### config.mk
export PLATFORM = sky130hd
export DESIGN_NAME = button_event
export DESIGN_NICKNAME = d
export VERILOG_FILES = /design/src/rtl/button_event.sv
export SDC_FILE = /design/constraint.sdc
export NUM_CORES = 1
export LEC_CHECK = 0
export CAP_MARGIN = 15
export CORE_MARGIN = 2
export CORE_UTILIZATION = 59
export CTS_CLUSTER_DIAMETER = 30
export DETAILED_ROUTE_END_ITERATION = 16
export PLACE_DENSITY = 0.78
export SYNTH_ARGS = -nofsm -noshare
export SYNTH_HDL_FRONTEND = slang
export SYNTH_SLANG_ARGS = --single-unit
### constraint.sdc
create_clock -name clk -period 3.1 [get_ports clk]
set_clock_uncertainty 0.15 [all_clocks]
set_input_delay 0.465 -clock clk [delete_from_list [all_inputs] [get_ports clk]]
set_output_delay 0.465 -clock clk [all_outputs]
set_load 0.02 [all_outputs]
### src/rtl/button_event.sv
// Classifies a debounced button level into press/release/click/double-click/
// long-press/auto-repeat strobes; all outputs registered, timing in clk cycles.
module button_event #(
    parameter int unsigned NBITS        = 24,
    parameter int unsigned LONG_TICKS   = 9375000,
    parameter int unsigned DOUBLE_TICKS = 7500000,
    parameter int unsigned REPEAT_TICKS = 3750000
) (
    input  logic clk,
    input  logic reset,
    input  logic clean,
    output logic held,
    output logic press,
    output logic release_evt,
    output logic single_click,
    output logic double_click,
    output logic long_press,
    output logic repeat_evt
);

    // Timeouts fire on the last count value of the interval (N-1).
    localparam logic [NBITS-1:0] LONG_LAST   = NBITS'(LONG_TICKS - 1);
    localparam logic [NBITS-1:0] DOUBLE_LAST = NBITS'(DOUBLE_TICKS - 1);
    localparam logic [NBITS-1:0] REPEAT_LAST =
        (REPEAT_TICKS == 0) ? '0 : NBITS'(REPEAT_TICKS - 1);
    localparam bit REPEAT_EN = (REPEAT_TICKS != 0);

    typedef enum logic [2:0] {
        LOCKOUT  = 3'd0,
        IDLE     = 3'd1,
        PRESSED  = 3'd2,
        LONG     = 3'd3,
        WAIT2    = 3'd4,
        PRESSED2 = 3'd5
    } state_t;

    state_t           state;
    state_t           state_next;
    logic [NBITS-1:0] count;
    logic [NBITS-1:0] count_next;
    logic             count_clr;
    logic             timed;
    logic             press_d;
    logic             release_d;
    logic             single_d;
    logic             double_d;
    logic             long_d;
    logic             repeat_d;

    // Next-state, strobe and interval-counter decode.
    always_comb begin
        state_next = state;
        count_clr  = 1'b0;
        press_d    = 1'b0;
        release_d  = 1'b0;
        single_d   = 1'b0;
        double_d   = 1'b0;
        long_d     = 1'b0;
        repeat_d   = 1'b0;
        count_next = count;

        case (state)
            LOCKOUT: begin
                if (!clean) state_next = IDLE;
            end
            IDLE: begin
                if (clean) begin
                    state_next = PRESSED;
                    press_d    = 1'b1;
                end
            end
            PRESSED: begin
                // Release takes precedence over a coincident long-press timeout.
                if (!clean) begin
                    state_next = WAIT2;
                    release_d  = 1'b1;
                end else if (count == LONG_LAST) begin
                    state_next = LONG;
                    long_d     = 1'b1;
                end
            end
            LONG: begin
                if (!clean) begin
                    state_next = IDLE;
                    release_d  = 1'b1;
                end else if (REPEAT_EN && (count == REPEAT_LAST)) begin
                    repeat_d  = 1'b1;
                    count_clr = 1'b1;
                end
            end
            WAIT2: begin
                // A second press on the final window cycle still counts as double.
                if (clean) begin
                    state_next = PRESSED2;
                    press_d    = 1'b1;
                    double_d   = 1'b1;
                end else if (count == DOUBLE_LAST) begin
                    state_next = IDLE;
                    single_d   = 1'b1;
                end
            end
            PRESSED2: begin
                if (!clean) begin
                    state_next = IDLE;
                    release_d  = 1'b1;
                end
            end
            default: begin
                state_next = LOCKOUT;
            end
        endcase

        timed = (state == PRESSED) || (state == LONG) || (state == WAIT2);

        if (count_clr || (state_next != state)) begin
            count_next = '0;
        end else if (timed && (count != '1)) begin
            count_next = count + NBITS'(1);
        end
    end

    always_ff @(posedge clk) begin
        if (reset) begin
            state        <= LOCKOUT;
            count        <= '0;
            held         <= 1'b0;
            press        <= 1'b0;
            release_evt  <= 1'b0;
            single_click <= 1'b0;
            double_click <= 1'b0;
            long_press   <= 1'b0;
            repeat_evt   <= 1'b0;
        end else begin
            state        <= state_next;
            count        <= count_next;
            held         <= clean;
            press        <= press_d;
            release_evt  <= release_d;
            single_click <= single_d;
            double_click <= double_d;
            long_press   <= long_d;
            repeat_evt   <= repeat_d;
        end
    end

endmodule

Word-level counts from Yosys, hierarchy flattened
Cells that the tools add are included.
Widths: inputs -> output; s select.

word-level totals
  bits in registers = 34
  bits of input ports = 3
  output and inout port bits = 7
  logic and storage cells = 53

operators by class
  add/sub/neg operators = 1
  equality and inequality tests = 10
  multiplexer cells = 14
  bitwise operators = 5
  reduce and logical (&&, ||, !) cells = 14

operators by type and width
  cell                   number
  $add 24x1->24 const B  1
  $eq 24x22->1 const B   1
  $eq 24x23->1 const B   1
  $eq 24x24->1 const B   1
  $ne 24x24->1 const B   1
  $mux 3                 6
  $pmux 3 s4             1
  $reduce_or 3->1        4
  $reduce_or 2->1        5
  $mux 1                 7
  $eq 3x2->1 const B     2
  $eq 3x3->1 const B     2
  $not 1->1              5
  $eq 3x1->1 const B     1
  $logic_not 3->1        1
  $logic_or 1x1->1       3
  $ne 3x3->1             1
  $logic_and 1x1->1      1

Depth between registers and ports, before layout
  depth after elaboration = 7
  mapped depth = 7

Worst setup path after synthesis
No wires, ideal clock.

  path type = reg-to-reg
  start point = register count[12]
  end point = register count[11]
  setup time = 129 ps
  data arrival time = 2043 ps
  setup slack = 778 ps
  cell stages (with the launch flop) = 7
  buffers on the path = 1
  period minus slack after synthesis = 2322 ps
  cell sequence = dfxtp_1 -> or3b_1 -> nor4b_2 -> nand4_1 -> a2111oi_4 -> buf_6 -> a211oi_1

between the ends
  word-level cells in the longest chain between the ends = 7
  elaborated cells between the ends (all ways) = 16
  those cells by class = 5 x eq/ne; 8 x mux; 3 x reduce/logical

RTL lines
  element                                              line    source
  start: declaration                                   39      logic [NBITS-1:0] count;
  start signal: assignment                             135     count <= count_next;
  $eq 24x23->1 / $eq 24x24->1 (equally long branches)  97, 77
  $mux 3, on equally long branches                     97, 77
  $mux 3, on equally long branches                     93, 74
  $pmux 3 s4                                           62      case (state)
  $ne 3x3->1                                           115     if (count_clr || (state_next != state)) begin
  $logic_or 1x1->1                                     115
  $reduce_or 2->1 (no line)                            n/a

Parallel ways exist; a longest one is shown, timed or not.
A chain may end at the register's enable or synchronous reset.

Final worst setup path
  start point = register count[12]
  end point = register count[12]

The elaborated chain is that of the path after synthesis.

==> impl_metrics.yaml <==
synth:
  synth_compound_area_share_pct: 16.3
  ys_async_sr_fraction_pct: 0
  ys_warn_count: 0
  synthAdderAreaFrac_pct: 0.657
  synth-edff-count: 0
  ys_seq_area_share_pct: 35.7
  netlist_area_um2: 1900
  synth.net_count: 226
  ys_seq_elements: 34
  avgSynthCellArea_um2: 8.58
  syn_inst: 222
  synth_area_leaders: "dfxtp_1, xnor2_1, nor3_1, a211oi_1, nand3_1"
  synth_xor_area_share_pct: 7.36
  synth_top_flop_cell: "dfxtp_1"
  yosysTopAreaCell: "dfxtp_1"
  synth_top_cell_area_share_pct: 35.7
  yosys.area_share.simple_pct: 34.3
  synth_cell_types: 49
  synthMuxAreaShare_pct: 0.526
  synth_top_family_by_area: "simple AND/OR/NAND/NOR gates"
drt:
  first_iter_violations: 70
  ant_nets: 0
  vias_per_cell: 6.36
  vias: 1730
  wl_per_cell_um: 15.8
  drc_errors: 0
  dr.pass1.iters: 4
  wl_um: 4300
place:
  dp_cells: 264
  port_buffers: 9
  dp_hpwl_um: 3080
  place_congestion: 0.862
cells_and_area:
  area_delta_synth_final_pct: 8.61
  instances_no_fill: 272
  layout.nets: 231
  fillers: 265
  n_antenna_cell: 0
  layout-drive-gt1-share_pct: 10.1
setup_path:
  path_class: "reg2reg"
  cp-start-kind: "register"
  slowest_delay_ns: 0.47
  crit_family: "simple AND/OR/NAND/NOR gates"
  critPathMaxFanout: 13
  ff2ff_setup_slack_ns: 0.51
  required_ns: 3.18
  timing.rr.start: "count[12]"
  r2r-end: "count[12]"
  ff2ff_path_depth: 6
  crit_buf_inv: 1
  end_kind: "register"
  cp_data_arrival_time_ns: 2.67
  path_cells: "or3b_1 > nor4b_2 > nand4_1 > a2111oi_4 > buf_4 > nor3_1"
  crit_slowest_cell: "a2111oi_4"
timing:
  slew_viol_final: 0
  hold_viol_final: 0
  setup_viol: 0
  max_freq_mhz: 386
  fin_tns_setup_ns: 0
  rsz0062_at_grt: "false"
  worst_pin_slew_ns: 0.628
  relSlewSlack_pct: 57.9
  fin_crit_sh_pct: 83.5
  period_minus_slack_ns: 2.59
min_path:
  holdCritPathClass: "reg2reg"
  worstHoldStart: "count[23]"
  min_path_cells: 2
  min_to: "count[23]"
cts:
  cts_hold_buffers: 0
  worst_skew_pair.late_latency_ns: 0.36
  cts_root_buffer: "clkbuf_4"
  clock_path_buffers: 2
  cts_setup_buffers: 0
  htree_levels: 2
  cts_resized: 0
  path_clk_slew_ns: 0.10
  cts_tree: "done"
  numCtsBuffers: 5
  cts_num_sinks: 34
global_route:
  grt_pass1_vias: 1543
  grt_start_max_net_pins: 25
  grt-ovfl-total: 0
  grt_usage_pct: 27.2
  antenna_found_initial: 0
  grt_pass1_wl_um: 7410
floorplan:
  die_x_um: 60.8
  dieArea_um2: 3700
  coreArea_um2: 3050
  die_y_um: 60.8
  floorplan.initialDensity_pct: 62.4
  placementRows: 20
  io_pins: 10
power:
  leakage_nw: 0.599
  p_per_area_nw_per_um2: 369
  power_uw: 764
  ir_drop_uv: 289
outcome:
  run_status: "finished clean"
run:
  drv_cap: 0
-- layout make-up --
class                      instances  area (um^2)  share of cell area (%)
sequential                        34          681                    32.9
tap                               44         55.1                    2.66
clock buffer                       7         55.1                    2.66
multi-input combinational        168         1130                    54.4
timing repair buffer              15          135                    6.53
inverter                           3         11.3                   0.544
clock inverter                     1         5.00                   0.242
-- sequential cells by signal, summed over array words and instances (netlist names) --
register / count
count: 24
state: 3
double_click: 1
held: 1
long_press: 1
press: 1
release_evt: 1
repeat_evt: 1
single_click: 1
-- worst reg2reg max path, cell delays in order, from the launching register on --
cell and delay (ns):
dfxtp_1 0.45, or3b_1 0.42, nor4b_2 0.35, nand4_1 0.30, a2111oi_4 0.47, buf_4 0.27
nor3_1 0.08
-- power breakdown --
part,total (mW),leakage (nW),internal (mW),switching (mW)
sequential,0.447,0.275,0.440,0.00701
clock,0.261,0.0353,0.110,0.151
combinational,0.0557,0.289,0.0200,0.0357
total,0.764,0.599,0.570,0.194
-- cells by family after synthesis --
family          after synthesis
compound gates               44
flops                        34
simple gates                106
mux                           1
xor+xnor                     16
fa+ha+maj                     1
buf+inv                      20
-- per-stage QoR --
step	hold slack, ns	instance area [um^2]	setup WS, ns	utilization [%]
after CTS	0.391	2070	0.534	67.7
after global routing	0.422	2070	0.410	67.7
after floorplan	0.331	1900	0.778	-
after detailed placement	0.376	2010	0.551	65.8
final	0.394	2070	0.512	67.7
after global placement	0.373	2010	0.600	65.8
-- how the worst max path moves through the flow --
stage,start,endpoint,cells past startpoint
6_report,count[12],count[12],6
5_1_grt,state[1],count[17],5
4_1_cts,count[12],count[12],6
3_5_place_dp,count[12],count[10],6
3_3_place_gp,count[12],count[10],6
2_1_floorplan,count[12],count[11],6
-- synthesized netlist by cell type, types with 2 or more instances --
master,count
nand4_1,6
nand2b_1,4
clkbuf_1,9
nor2b_1,2
or3_1,6
buf_6,2
or4_1,2
o21ai_0,11
nor3b_1,2
nor2_1,6
inv_1,3
nand3_1,12
xnor2_1,15
nand2_1,13
or4bb_1,2
and3_1,5
nor4_1,8
or4b_1,2
buf_2,5
nor3_1,23
dfxtp_1,34
a21oi_1,9
a211oi_1,15
-- routing by layer --
layer | part of all wire (%) | GRT usage, % | up-vias
li1 | - | - | 854
met1 | 47 | 35.0 | 830
met2 | 47 | 43.2 | 36
met3 | 3.6 | 6.40 | 10
met4 | 2.3 | 12.4 | 0
met5 | 0 | 0 | -
-- layout by cell type, fill, tap and decap left out, types with 2 or more instances in the layout --
| master | synthesis | layout |
|---|---|---|
| nor3_1 | 23 | 23 |
| nand2_1 | 13 | 13 |
| xnor2_1 | 15 | 15 |
| nand3_1 | 12 | 12 |
| clkbuf_4 | 0 | 5 |
| a21oi_1 | 9 | 9 |
| buf_4 | 0 | 6 |
| nor2_1 | 6 | 6 |
| dfxtp_1 | 34 | 34 |
| nand2b_1 | 4 | 4 |
| a211oi_1 | 15 | 15 |
| or4bb_1 | 2 | 2 |
| nor3b_1 | 2 | 2 |
| or4_1 | 2 | 2 |
| nor4_1 | 8 | 8 |
| or3_1 | 6 | 6 |
| nand4_1 | 6 | 6 |
| inv_1 | 3 | 3 |
| and3_1 | 5 | 5 |
| clkdlybuf4s50_1 | 0 | 9 |
| nor2b_1 | 2 | 2 |
| or4b_1 | 2 | 2 |
| o21ai_0 | 11 | 11 |
Note: power is estimated with default switching activity, not from simulation.
